===== src/rtl/instr_fetch_unit.sv =====
// instr_fetch_unit: holds the fetch PC, keeps one instruction-memory request outstanding at a time,
// and buffers returned words with their addresses in an in-order FIFO that a redirect flushes.
module instr_fetch_unit #(
    parameter int          DEPTH    = 4,
    parameter logic [0:63] RESET_PC = 64'h0
) (
    input  logic                  i_clk,
    input  logic                  i_rst,
    input  logic                  i_32b_mode,
    input  logic                  i_redirect,
    input  logic [0:63]           i_redirect_addr,
    output logic                  o_mem_req_valid,
    input  logic                  i_mem_req_ready,
    output logic [0:63]           o_mem_req_addr,
    input  logic                  i_mem_resp_valid,
    input  logic [0:31]           i_mem_resp_data,
    input  logic                  i_mem_resp_err,
    output logic                  o_instr_valid,
    output logic [0:31]           o_instr,
    output logic [0:63]           o_instr_addr,
    input  logic                  i_instr_ready,
    output logic                  o_fetch_fault,
    output logic [$clog2(DEPTH):0] o_buf_count
);
    localparam int AW = $clog2(DEPTH);
    localparam logic [AW:0] FULL = (AW+1)'(DEPTH);

    typedef enum logic [1:0] {IDLE, REQ, WAIT, FAULT} state_t;

    state_t        r_state;
    logic          r_drop;
    logic [0:63]   r_fpc;
    logic [0:63]   r_req_addr;
    logic [0:31]   r_data [DEPTH];
    logic [0:63]   r_addr [DEPTH];
    logic [AW-1:0] r_wp;
    logic [AW-1:0] r_rp;
    logic [AW:0]   r_count;

    logic          w_pop;
    logic          w_push;
    logic          w_accept;
    logic [0:63]   w_redir_pc;
    logic [0:63]   w_next_pc;

    function automatic logic [0:63] fit_mode(input logic [0:63] a, input logic m);
        return m ? {32'h0, a[32:63]} : a;
    endfunction

    assign w_accept   = (r_state == REQ) && i_mem_req_ready;
    assign w_pop      = (r_count != '0) && i_instr_ready && !i_redirect;
    assign w_push     = (r_state == WAIT) && i_mem_resp_valid && !i_mem_resp_err && !r_drop && !i_redirect;
    assign w_redir_pc = fit_mode({i_redirect_addr[0:61], 2'b00}, i_32b_mode);
    assign w_next_pc  = fit_mode(r_fpc + 64'd4, i_32b_mode);

    assign o_mem_req_valid = (r_state == REQ);
    assign o_fetch_fault   = (r_state == FAULT);
    assign o_mem_req_addr  = r_req_addr;
    assign o_instr_valid   = (r_count != '0);
    assign o_instr         = o_instr_valid ? r_data[r_rp] : '0;
    assign o_instr_addr    = o_instr_valid ? r_addr[r_rp] : '0;
    assign o_buf_count     = r_count;

    always_ff @(posedge i_clk) begin
        if (w_push) begin
            r_data[r_wp] <= i_mem_resp_data;
            r_addr[r_wp] <= r_req_addr;
        end
    end

    always_ff @(posedge i_clk or posedge i_rst) begin
        if (i_rst) begin
            r_state    <= IDLE;
            r_drop     <= 1'b0;
            r_fpc      <= RESET_PC;
            r_req_addr <= RESET_PC;
            r_wp       <= '0;
            r_rp       <= '0;
            r_count    <= '0;
        end else begin
            if (i_redirect) begin
                r_wp    <= '0;
                r_rp    <= '0;
                r_count <= '0;
            end else begin
                if (w_push)
                    r_wp <= r_wp + AW'(1);
                if (w_pop)
                    r_rp <= r_rp + AW'(1);
                r_count <= r_count + (AW+1)'(w_push) - (AW+1)'(w_pop);
            end
            // a dropped (pre-redirect) request must not advance the new fetch PC
            if (i_redirect)
                r_fpc <= w_redir_pc;
            else if (w_accept && !r_drop)
                r_fpc <= w_next_pc;
            case (r_state)
                IDLE: begin
                    if (!i_redirect && r_count < FULL) begin
                        r_state    <= REQ;
                        r_req_addr <= r_fpc;
                    end
                end
                REQ: begin
                    if (i_redirect)
                        r_drop <= 1'b1;
                    if (w_accept)
                        r_state <= WAIT;
                end
                WAIT: begin
                    // a response arriving with the redirect is already discarded, so no drop is armed
                    if (i_mem_resp_valid) begin
                        r_drop  <= 1'b0;
                        r_state <= (i_mem_resp_err && !r_drop && !i_redirect) ? FAULT : IDLE;
                    end else if (i_redirect) begin
                        r_drop <= 1'b1;
                    end
                end
                FAULT: begin
                    if (i_redirect)
                        r_state <= IDLE;
                end
                default: r_state <= IDLE;
            endcase
        end
    end
endmodule

===== config.mk =====
export PLATFORM = sky130hd
export DESIGN_NAME = instr_fetch_unit
export DESIGN_NICKNAME = d
export VERILOG_FILES = /design/src/rtl/instr_fetch_unit.sv
export SDC_FILE = /design/constraint.sdc
export NUM_CORES = 1
export LEC_CHECK = 0
export ABC_AREA = 1
export ABC_CLOCK_PERIOD_IN_PS = 6900
export BUFFER_PORTS_ARGS = -buffer_cell sky130_fd_sc_hd__buf_4
export CAP_MARGIN = 20
export CELL_PAD_IN_SITES_DETAIL_PLACEMENT = 1
export CELL_PAD_IN_SITES_GLOBAL_PLACEMENT = 1
export CORE_MARGIN = 3
export CORE_UTILIZATION = 47
export CTS_BUF_LIST = sky130_fd_sc_hd__clkbuf_4
export DETAILED_ROUTE_END_ITERATION = 8
export PLACE_DENSITY = 0.85
export SYNTH_ARGS = -nofsm -noshare
export SYNTH_HDL_FRONTEND = slang
export SYNTH_SLANG_ARGS = --single-unit

===== constraint.sdc =====
create_clock -name i_clk -period 6.9 [get_ports i_clk]
set_input_delay 0.69 -clock i_clk [delete_from_list [all_inputs] [get_ports i_clk]]
set_output_delay 0.69 -clock i_clk [all_outputs]
set_load 0.005 [all_outputs]

==> metrics.md <==
| Metric | Value |
|---|---|
| Number of instances in the synthesized netlist | 2225 |
| Cells along the critical path | inv_4 -> buf_4 -> o21ai_0 -> a21oi_1 -> buf_4 |
| Hold Fails Final Rpt | 0 |
| Proportion of register bits with asynchronous set or reset after synthesis | 26.3% |
| Relative slew slack | roughly 27% |
| Most common library cell in the layout ignoring fill and taps | nor2_1 |
| Number of antenna-violating nets in the routed design | 0 |
| Total leakage power | about 11 nW |
| Synthesized area per cell | 10.0 µm² |
| Post-placement worst setup slack | 3.10 ns |
| Slowest-stage cell, CP | inv_4 |
| Area contributors post-synth | edfxtp_1 (51%), dfrtp_1 (15%), nor2_1 (9.3%) |
| Standard-cell rows | ~80 |
| Vias | 18034 |
| Data required, critical path | 6.21 ns |
| Sum of negative setup slack | 0 ns |
| Sinks on the clock net | 510 |
| Initial core utilization | 47.8% |
| Final WS setup | 2.23 ns |
| Layout cell share with drive strength beyond 1 | between 20% and 30% |
| Root cell of the clock tree | clkbuf_4 |
| Count of cells along the worst register-to-register path | 13 |
| Vias in the first global route | 19290 |
| Violation count after the first detailed-routing iteration | roughly 1200 |
| Number of synthesized flops with an enable pin | 376 |
| Area share of the leading cell type in the synthesized netlist | between 50% and 60% |
| Clock insertion delay at the later pin of the skew report | slightly below 0.9 ns |
| Cell taking the most area after synthesis | edfxtp_1 |
| H-tree depth | 4 |
| Number of optimization iterations in the first detailed-route pass | 5 |
| Status | complete, no violations |
| Distinct cells, synth | 42 |
| Number of fillers in the final layout | between 5000 and 6000 |
| Net switching fraction of the power | between 30% and 40% |
| # Max-Cap Violations | 0 |
| Clock share of power | ~29% |
| Total setup buffers inserted after CTS | 0 |
| Crit-path max cell delay | 0.84 ns |
| Final clock skew | around 0.053 ns |
| IO Count | 270 |
| Routed wire length | a little over 70 mm |
| Die span in y | ~220 µm |
| Clock tree from TritonCTS | done |
| Setup-violating endpoint count in the final report | 0 |
| Total net switching power | 3.12 mW |
| Worst hold-check path type | in -> async |
| PnR Total Power | roughly 9.0 mW |
| Final core utilization | 57.1% |
| Total count of max-transition violations in the final report | 0 |
| Die width | 224 µm |
| Final critical-path required period | between 4 and 5 ns |
| Dpl hpwl | approximately 47 mm |
| Relative contribution of sequential cells to total power | 46.7% |
| Register bit count reported by yosys | 510 |
| Number of I/O port buffers | 263 |
| Internal power component | between 5 and 6 mW |
| Die ar. | around 50000 µm² |
| Most frequent cell on the critical path | buf_4 |
| Period utilisation layout | 67.7% |
| Maximum fanout along the worst path | between 100 and 150 |
| Clock-pin transition on the worst setup and hold timing paths | around 0.070 ns |
| Worst ir drop on vdd | 169 µV |
| Area added between synthesis and finish | 19.6% |
| Type of the worst setup path | reg -> out |
| Logic depth of the worst setup path including buffers | 5 |
| RSZ-0062 raised after global routing | false |
| Floorplan Core Area | approximately 47000 µm² |
| Clock buffer depth | 3 |
| Largest net degree at the start of global routing | 109 |
| First-pass GRT wire length | 110 mm |
| Buffer and inverter count on the worst path | 3 |
| Primary flip-flop cell chosen by synthesis mapping | edfxtp_1 |
| Gp weighted congestion | about 0.96 |
| Fmax achieved | around 210 MHz |
| Top library cells by usage in the layout, fill and taps aside | nor2_1 (549), edfxtp_1 (376), nand2_1 (367), buf_4 (281), o21ai_0 (271) |
| Power density cells | 339 nW/µm² |
| Post-synthesis sequential area ratio | 65.6% |
| Number of buffers created by CTS | 134 |
| Total congestion overflow | 0 |
| Transition time at the pin with the least slew margin | 1.09 ns |
| Endpoint class of the critical path | output pin |
| Cell class contributing the biggest share of worst-path delay | buffers and inverters |
| Vias per inst | 5.53 |
| Arrival time at the worst endpoint | ~4.0 ns |
| Number of antenna violations at the first check in global routing | 2 |
| Synth warnings | 0 |
| Netlist area before placement | 22300 µm² |
| Launching element type of the critical path | flop |
| Combinational Power Share | 24.2% |
| Fin nets | 2676 |
| Average wire length per cell after detail routing | roughly 22 µm |
| All-Layer GR Usage | 28.7% |
| DRC | 0 |
| Worst hold slack | roughly 0.035 ns |
flip-flops by register name (all words and copies together) (netlist names):
register,cells
r_drop,1
r_rp,2
r_state,2
o_mem_req_addr,62
r_addr,248
r_wp,2
r_fpc,62
r_data,128
o_buf_count,3
cells in the mapped netlist (2+ instances only):
cell and number:
a21oi_1 102, a31oi_1 2, buf_1 17, buf_2 36
buf_4 6, buf_6 3, clkbuf_1 49, clkinv_1 2
dfrtp_1 134, edfxtp_1 376, ha_1 11, inv_1 113
inv_2 3, mux2_2 5, nand2_1 367, nand2_2 10
nand2_4 5, nand3_1 55, nand3_2 2, nand4_1 3
nor2_1 553, nor2_2 12, nor2_4 5, nor2_8 2
nor3_1 2, o211ai_1 4, o21ai_0 271, o21ai_1 18
o21bai_1 12, o221ai_1 10, xor2_1 24
power by group through the flow:
stage / combinational (mW) / sequential [mW] / clock [mW]
global route: 2.38 / 4.27 / 2.86
detailed placement: 2.15 / 4.27 / 0
floorplan: 1.09 / 4.03 / 0
global placement: 2.03 / 4.22 / 0
finish: 2.19 / 4.22 / 2.64
CTS: 2.18 / 4.21 / 2.67
per-layer routing:
layer  track usage [%]  part of all wire [%]  vias to the layer above  wire length [µm]
li1                  -                     -                     8178                 -
met1              36.1                    41                     9052             29900
met2              48.5                    49                      639             36000
met3              5.24                   5.2                      165              3790
met4              13.7                   4.2                        0              3090
met5                 0                     0                        -                 0
per-stage QoR:
| step | area (µm²) | instances |
|---|---|---|
| CTS | 26700 | 3260 |
| detailed placement | 24800 | 3004 |
| finish | 26700 | 3263 |
| global placement | 24800 | 3004 |
| floorplan | 22300 | 2228 |
| global route | 26700 | 3263 |
worst reg2reg max path, cell delays in order (launching register included):
cell     delay (ns)
dfrtp_1        0.43
or2_2          0.36
nor2_4         0.12
buf_4          0.56
inv_1          0.20
nand2_1        0.19
nor2_1         0.11
ha_1           0.34
inv_1          0.07
ha_1           0.15
inv_1          0.05
fa_1           0.38
and3_1         0.19
nor3_1         0.15
cells by family after synthesis:
family                     after synthesis  synth area share, %
AOI/OAI and AO/OA                      422                 9.85
xor gates and xnor gates                24                0.941
adders and majority gates               12                0.706
buffers and inverters                  231                 4.35
DFF                                    510                 65.6
muxes                                    5                0.252
other                                    1               0.0168
and+or+nand+nor                       1020                 18.3
cell type report:
| type | instances | area, µm² | area share, % |
|---|---|---|---|
| inverters | 118 | 449 | 1.68 |
| clock buffers | 186 | 1400 | 5.23 |
| diodes | 2 | 5.00 | 0.0187 |
| well taps | 607 | 759 | 2.84 |
| flip-flops and latches | 510 | 14700 | 54.8 |
| multi-input cells | 1487 | 6780 | 25.4 |
| clock inverters | 44 | 255 | 0.956 |
| repair buffers | 309 | 2420 | 9.05 |
repair_timing:
item,4_1_cts,5_1_grt
endpoints found under the hold margin,99,0
gates resized for setup,0,0
hold buffers,26,0
final timing paths:
| kind | startpoint | slack (ns) | end |
|---|---|---|---|
| max in group asynchronous | i_rst | 5.31 | r_rp[0]$_DFFE_PP0P_ |
| min reg2reg | r_fpc[0]$_DFFE_PP0N_ | 0.52 | r_fpc[0]$_DFFE_PP0N_ |
| min in group i_clk | i_mem_resp_data[25] | 0.08 | r_data[2][6]$_DFFE_PP_ |
| max | r_rp[0]$_DFFE_PP0P_ | 2.23 | o_instr[8] |
| min | i_rst | 0.03 | r_wp[1]$_DFFE_PP0P_ |
| max reg2reg | o_buf_count[1]$_DFF_PP0_ | 3.50 | o_buf_count[2]$_DFF_PP0_ |
Note: power is estimated with default switching activity, not from simulation.
